$ cat config.mk
export PLATFORM = sky130hd
export DESIGN_NAME = spi_master
export DESIGN_NICKNAME = d
export VERILOG_FILES = /design/src/rtl/spi_master_pkg.sv /design/src/rtl/spi_master_clkgen.sv /design/src/rtl/spi_master.sv
export SDC_FILE = /design/constraint.sdc
export NUM_CORES = 1
export LEC_CHECK = 0
export ABC_AREA = 1
export BUFFER_PORTS_ARGS = -buffer_cell sky130_fd_sc_hd__buf_2
export CAP_MARGIN = 20
export CORE_MARGIN = 2
export CORE_UTILIZATION = 48
export DETAILED_ROUTE_END_ITERATION = 16
export PLACE_DENSITY = 0.7
export SKIP_CTS_REPAIR_TIMING = 1
export SYNTH_ARGS = -nofsm -noshare
export SYNTH_HDL_FRONTEND = slang
export SYNTH_SLANG_ARGS = --single-unit
$ cat constraint.sdc
create_clock -name clock_i -period 2.77 [get_ports clock_i]
set_input_delay 0 -clock clock_i [delete_from_list [all_inputs] [get_ports clock_i]]
set_output_delay 0 -clock clock_i [all_outputs]
set_load 0.05 [all_outputs]
$ cat src/rtl/spi_master_pkg.sv
// Shared definitions for the SPI mode-0 master: FSM state encoding and pin idle levels.
package spi_master_pkg;

   typedef enum logic [2:0] {
      ST_IDLE = 3'd0,
      ST_LOW  = 3'd1,
      ST_HIGH = 3'd2,
      ST_TAIL = 3'd3,
      ST_RESP = 3'd4
   } state_e;

   localparam logic SCK_IDLE  = 1'b0;
   localparam logic MOSI_IDLE = 1'b1;

endpackage

$ cat src/rtl/spi_master_clkgen.sv
// Half-period timer for the SPI master: a down-counter that is reloaded on
// every sck edge (and at transfer start) and flags the last cycle of a
// DIV-cycle phase with tick_o.
module spi_master_clkgen #(
   parameter int DIV = 4
) (
   input  logic clock_i,
   input  logic reset_i,
   input  logic load_i,
   input  logic en_i,
   output logic tick_o
);

   localparam int             CW     = $clog2(DIV + 1);
   localparam logic [CW-1:0]  RELOAD = CW'(DIV - 1);

   logic [CW-1:0] cnt_q, cnt_d;

   // Next count: reload wins over counting; the counter parks at zero.
   always_comb begin
      cnt_d = cnt_q;
      if (load_i)
         cnt_d = RELOAD;
      else if (en_i && (cnt_q != '0))
         cnt_d = cnt_q - CW'(1);
   end

   // Counter register.
   always_ff @(posedge clock_i) begin
      if (reset_i)
         cnt_q <= RELOAD;
      else
         cnt_q <= cnt_d;
   end

   assign tick_o = en_i && (cnt_q == '0);

endmodule

$ cat src/rtl/spi_master.sv
// SPI mode-0 (CPOL=0, CPHA=0) master, MSB first. One command per transfer
// over a valid/ready port; received word returned over a valid/ready port.
//
//   state   | meaning
//   --------+---------------------------------------------------------------
//   IDLE    | ready for a command; pins at idle levels
//   LOW     | sck low for DIV cycles; mosi holds the current bit
//   HIGH    | sck high for DIV cycles; miso sampled on the way back down
//   TAIL    | all bits done, ss_n held low DIV more cycles for slave hold time
//   RESP    | rsp_valid high until the response is taken
module spi_master
   import spi_master_pkg::*;
#(
   parameter int DIV     = 4,
   parameter int MAX_LEN = 16,
   parameter int SS_W    = 8
) (
   input  logic                       clock_i,
   input  logic                       reset_i,
   input  logic                       cmd_valid_i,
   output logic                       cmd_ready_o,
   input  logic [MAX_LEN-1:0]         cmd_data_i,
   input  logic [$clog2(MAX_LEN):0]   cmd_len_i,
   input  logic [$clog2(SS_W)-1:0]    cmd_ss_i,
   output logic                       rsp_valid_o,
   input  logic                       rsp_ready_i,
   output logic [MAX_LEN-1:0]         rsp_data_o,
   output logic                       sck_o,
   output logic [SS_W-1:0]            ss_n_o,
   output logic                       mosi_o,
   input  logic                       miso_i
);

   localparam int LW = $clog2(MAX_LEN) + 1;

   state_e              state_q, state_d;
   logic [MAX_LEN-1:0]  tx_q, tx_d;
   logic [MAX_LEN-1:0]  rx_q, rx_d;
   logic [LW-1:0]       bits_q, bits_d;
   logic [SS_W-1:0]     ss_n_q, ss_n_d;
   logic                sck_q, sck_d;
   logic                mosi_q, mosi_d;

   logic [LW-1:0]       len_eff;
   logic [MAX_LEN-1:0]  tx_aligned;
   logic [SS_W-1:0]     ss_sel;
   logic                accept;
   logic                tick;
   logic                clk_en;

   assign accept = (state_q == ST_IDLE) && cmd_valid_i;
   assign clk_en = (state_q == ST_LOW) || (state_q == ST_HIGH) || (state_q == ST_TAIL);

   spi_master_clkgen #(
      .DIV (DIV)
   ) u_clkgen (
      .clock_i (clock_i),
      .reset_i (reset_i),
      .load_i  (accept || tick),
      .en_i    (clk_en),
      .tick_o  (tick)
   );

   // Command decode: clamp the length, left-align tx so the first bit is the MSB,
   // and one-hot the slave index (an out-of-range index selects nothing).
   always_comb begin
      len_eff = cmd_len_i;
      if ((cmd_len_i == '0) || (cmd_len_i > LW'(MAX_LEN)))
         len_eff = LW'(MAX_LEN);
      tx_aligned = cmd_data_i << (LW'(MAX_LEN) - len_eff);
      ss_sel = '0;
      for (int i = 0; i < SS_W; i++)
         ss_sel[i] = (int'(cmd_ss_i) == i);
   end

   // Next-state and datapath updates.
   always_comb begin
      state_d = state_q;
      tx_d    = tx_q;
      rx_d    = rx_q;
      bits_d  = bits_q;
      ss_n_d  = ss_n_q;
      sck_d   = sck_q;
      mosi_d  = mosi_q;
      case (state_q)
         ST_IDLE: begin
            if (cmd_valid_i) begin
               tx_d    = tx_aligned;
               rx_d    = '0;
               bits_d  = len_eff;
               ss_n_d  = ~ss_sel;
               mosi_d  = tx_aligned[MAX_LEN-1];
               state_d = ST_LOW;
            end
         end
         ST_LOW: begin
            if (tick) begin
               sck_d   = 1'b1;
               state_d = ST_HIGH;
            end
         end
         ST_HIGH: begin
            if (tick) begin
               sck_d = SCK_IDLE;
               rx_d  = {rx_q[MAX_LEN-2:0], miso_i};
               if (bits_q != '0)
                  bits_d = bits_q - LW'(1);
               if (bits_q > LW'(1)) begin
                  tx_d    = tx_q << 1;
                  mosi_d  = tx_q[MAX_LEN-2];
                  state_d = ST_LOW;
               end else begin
                  state_d = ST_TAIL;
               end
            end
         end
         ST_TAIL: begin
            if (tick) begin
               ss_n_d  = '1;
               mosi_d  = MOSI_IDLE;
               state_d = ST_RESP;
            end
         end
         ST_RESP: begin
            if (rsp_ready_i)
               state_d = ST_IDLE;
         end
         default: state_d = ST_IDLE;
      endcase
   end

   // State and datapath registers; reset drops any transfer in flight.
   always_ff @(posedge clock_i) begin
      if (reset_i) begin
         state_q <= ST_IDLE;
         tx_q    <= '0;
         rx_q    <= '0;
         bits_q  <= '0;
         ss_n_q  <= '1;
         sck_q   <= SCK_IDLE;
         mosi_q  <= MOSI_IDLE;
      end else begin
         state_q <= state_d;
         tx_q    <= tx_d;
         rx_q    <= rx_d;
         bits_q  <= bits_d;
         ss_n_q  <= ss_n_d;
         sck_q   <= sck_d;
         mosi_q  <= mosi_d;
      end
   end

   assign cmd_ready_o = (state_q == ST_IDLE);
   assign rsp_valid_o = (state_q == ST_RESP);
   assign rsp_data_o  = rx_q;
   assign sck_o       = sck_q;
   assign ss_n_o      = ss_n_q;
   assign mosi_o      = mosi_q;

endmodule
==> out/metrics.yaml <==
sta:
  finalCritPeriodShare: 0.8458
  setup_viol: 0
  slew_headroom: 0.4949
  slew_viol_final: 0
  fmax_mhz: 426.8
  hold_viol: 4
  tns_ns: 0
  hold_ws_ns: -0.003884
  clock_skew_ns: 0.004698
  worstMarginPinSlew_ns: 0.7568
  rsz0062_at_grt: "false"
  layout_min_cycle_time_ns: 2.343
routing:
  vias: 3230
  drt_iter0_drc: 141
  firstDrtPassIters: 4
  wl_mm: 7.739
  drc: 0
  ant_nets: 0
  viasPerCell: 5.392
  wire_per_inst_um: 12.92
die:
  start_util: 0.4988
  rows: 29
  ios: 57
  core_area_mm2: 0.006386
  die_width_um: 85.47
  die_area_mm2: 0.007304
  fp.dieH_um: 85.47
global_routing:
  grt_max_degree: 32
  use_met1: 0.2951
  grt_pass1_wl_mm: 13.02
  top_usage_layer: "met2"
  grt_overflow_total: 0
  grt_use_met3: 0.04572
  grt_pass1_vias: 2929
  met2_usage: 0.3473
  antenna_found_initial: 0
  grt_usage: 0.2143
synthesis:
  synth_compound_area_frac: 0.2011
  synth_top_family_by_area: "simple AND/OR/NAND/NOR gates"
  synth.area.top_cells: "dfxtp_1 (33%), nand3_1 (11%), nand2_1 (10%)"
  synth_cell_types: 37
  synth_fp_nets: 511
  synthAdderAreaFrac: 0.02749
  synth-seq-cells: 52
  synthSimpleGateAreaFrac: 0.3429
  syn_inst: 475
  synth_top_cell_area_share: 0.3268
  synth_xor_xnor_area_share: 0.01100
  syn_area_mm2: 0.003186
  yosysSeqAreaShare: 0.3268
  avgSynthCellArea_um2: 6.706
  yosys_warnings: 0
  yosys.area.top_type: "dfxtp_1"
  muxShareOfSynthArea: 0
placement:
  place_area_mm2: 0.003438
  gp_congestion: 0.8886
  numPortBuffers: 56
  hpwlAfterDp_mm: 5.670
finish:
  nets: 557
  utilization: 0.5605
  area_delta_synth_final_pct: 12.37
  final_cell_mix: "nand2_1 (88), nand3_1 (72), o21ai_0 (59)"
  design_area_mm2: 0.003580
  final_common_cell: "nand2_1"
  fillers: 651
  drive_gt1_frac: 0.1897
  antenna_cells: 0
worst_setup_path:
  critPathMaxFanout: 26
  reg2reg_to: "tx_q[9]"
  crit_path_start: "cmd_len_i[0]"
  crit_required_ns: 2.98
  cp-endpoint: "tx_q[12]"
  crit_path_start_kind: "input pin"
  reg2reg_depth: 10
  worstSetupPathType: "input pin to flop"
  crit_arrival_ns: 2.55
  cp-end-kind: "flop"
  reg2reg_slack_ns: 0.78
  reg2reg_from: "u_clkgen.cnt_q[0]"
cts:
  root_buffer: "clkbuf_8"
  cts.path.max_buffers: 2
  htree_levels: 2
  clk_latency_ns: 0.31
  cts_tree: "yes"
  path_clk_slew_ns: 0.09
  cts_sinks: 52
  cts_made_buffers: 5
min_path:
  hold_class: "input pin to flop"
  hp-start: "reset_i"
power_and_ir_drop:
  p_leak_nw: 1.719
  ir_drop_uv: 586.9
  p_total_w: 0.003253
  p_per_area_mw_per_mm2: 908.8
flow_run:
  cap_violations: 0
run_status:
  status: "complete, but fails checks"
  violations: "hold timing"
-- final cells by class --
class,count,area (um2),area share
clock buffers,6,82.58,0.02307
clock inverters,2,38.79,0.01084
flip-flops and latches,52,1041,0.2908
well taps,77,96.34,0.02691
inverters,38,142.6,0.03985
repair buffers,61,322.8,0.09018
multi-input cells,363,1856,0.5184
-- worst max-delay path, stage by stage --
cell and delay (ns):
buf_2 0.18, nor2_1 0.12, nand3_1 0.07, ha_1 0.32, inv_2 0.28, nand2_8 0.19
ha_1 0.35, inv_1 0.35, nand3_1 0.18, nand3_1 0.11, o21ai_0 0.13, nand2_1 0.09
nand2_1 0.05, nor2_1 0.09, nor2_1 0.04
-- metal layers --
layer / routed length, um / part of all wire
met1: 3724 / 0.48
met2: 3685 / 0.48
met3: 288 / 0.037
met4: 40 / 0.0052
met5: 0 / 0
-- metrics by stage --
stage,setup WS [ns],cells
2_1_floorplan,0.3396,475
3_3_place_gp,0.2374,589
3_5_place_dp,0.1261,589
4_1_cts,0.4480,597
5_1_grt,0.2191,599
6_report,0.4272,599
-- report_power, final --
part           internal, W  leakage [nW]  total (W)  switching, W
clock network     0.000296        0.0614   0.000553      0.000258
registers         0.000953         0.428    0.00108      0.000128
logic             0.000455          1.23    0.00162       0.00116
-- Yosys cell counts (all sizes together) --
| cell | instances |
|---|---|
| a211oi | 2 |
| o21a | 1 |
| o211ai | 2 |
| or2 | 2 |
| inv | 38 |
| xor2 | 3 |
| a21oi | 55 |
| dfxtp | 52 |
| nand3 | 74 |
| nand4 | 4 |
| clkbuf | 8 |
| nand2 | 101 |
| xnor2 | 1 |
| ha | 7 |
| and2 | 1 |
| nor2 | 44 |
| buf | 14 |
| nor3 | 3 |
| a31oi | 1 |
| o21ai | 61 |
| o311ai | 1 |
-- sequential cells by signal, indices dropped and copies added, names as in the netlist --
| signal | cells |
|---|---|
| rsp_data_o | 16 |
| tx_q | 15 |
| ss_n_o | 8 |
| bits_q | 5 |
| state_q | 3 |
| u_clkgen.cnt_q | 3 |
| mosi_o | 1 |
| sck_o | 1 |
-- cell families (layout without fill, tap and decap cells) --
family / Yosys count / in the layout
compound gates: 123 / 123
simple gates: 229 / 229
fa+ha+maj: 7 / 7
buf+inv: 60 / 107
xor+xnor: 4 / 4
flops: 52 / 52
-- worst min path at each step --
stage,to,cells past startpoint
global placement,rsp_data_o[0],3
CTS,rsp_data_o[0],3
floorplan,rsp_data_o[0],2
detailed placement,rsp_data_o[0],3
global route,state_q[0],2
finish,bits_q[3],2
(Power assumes the default switching activity.)
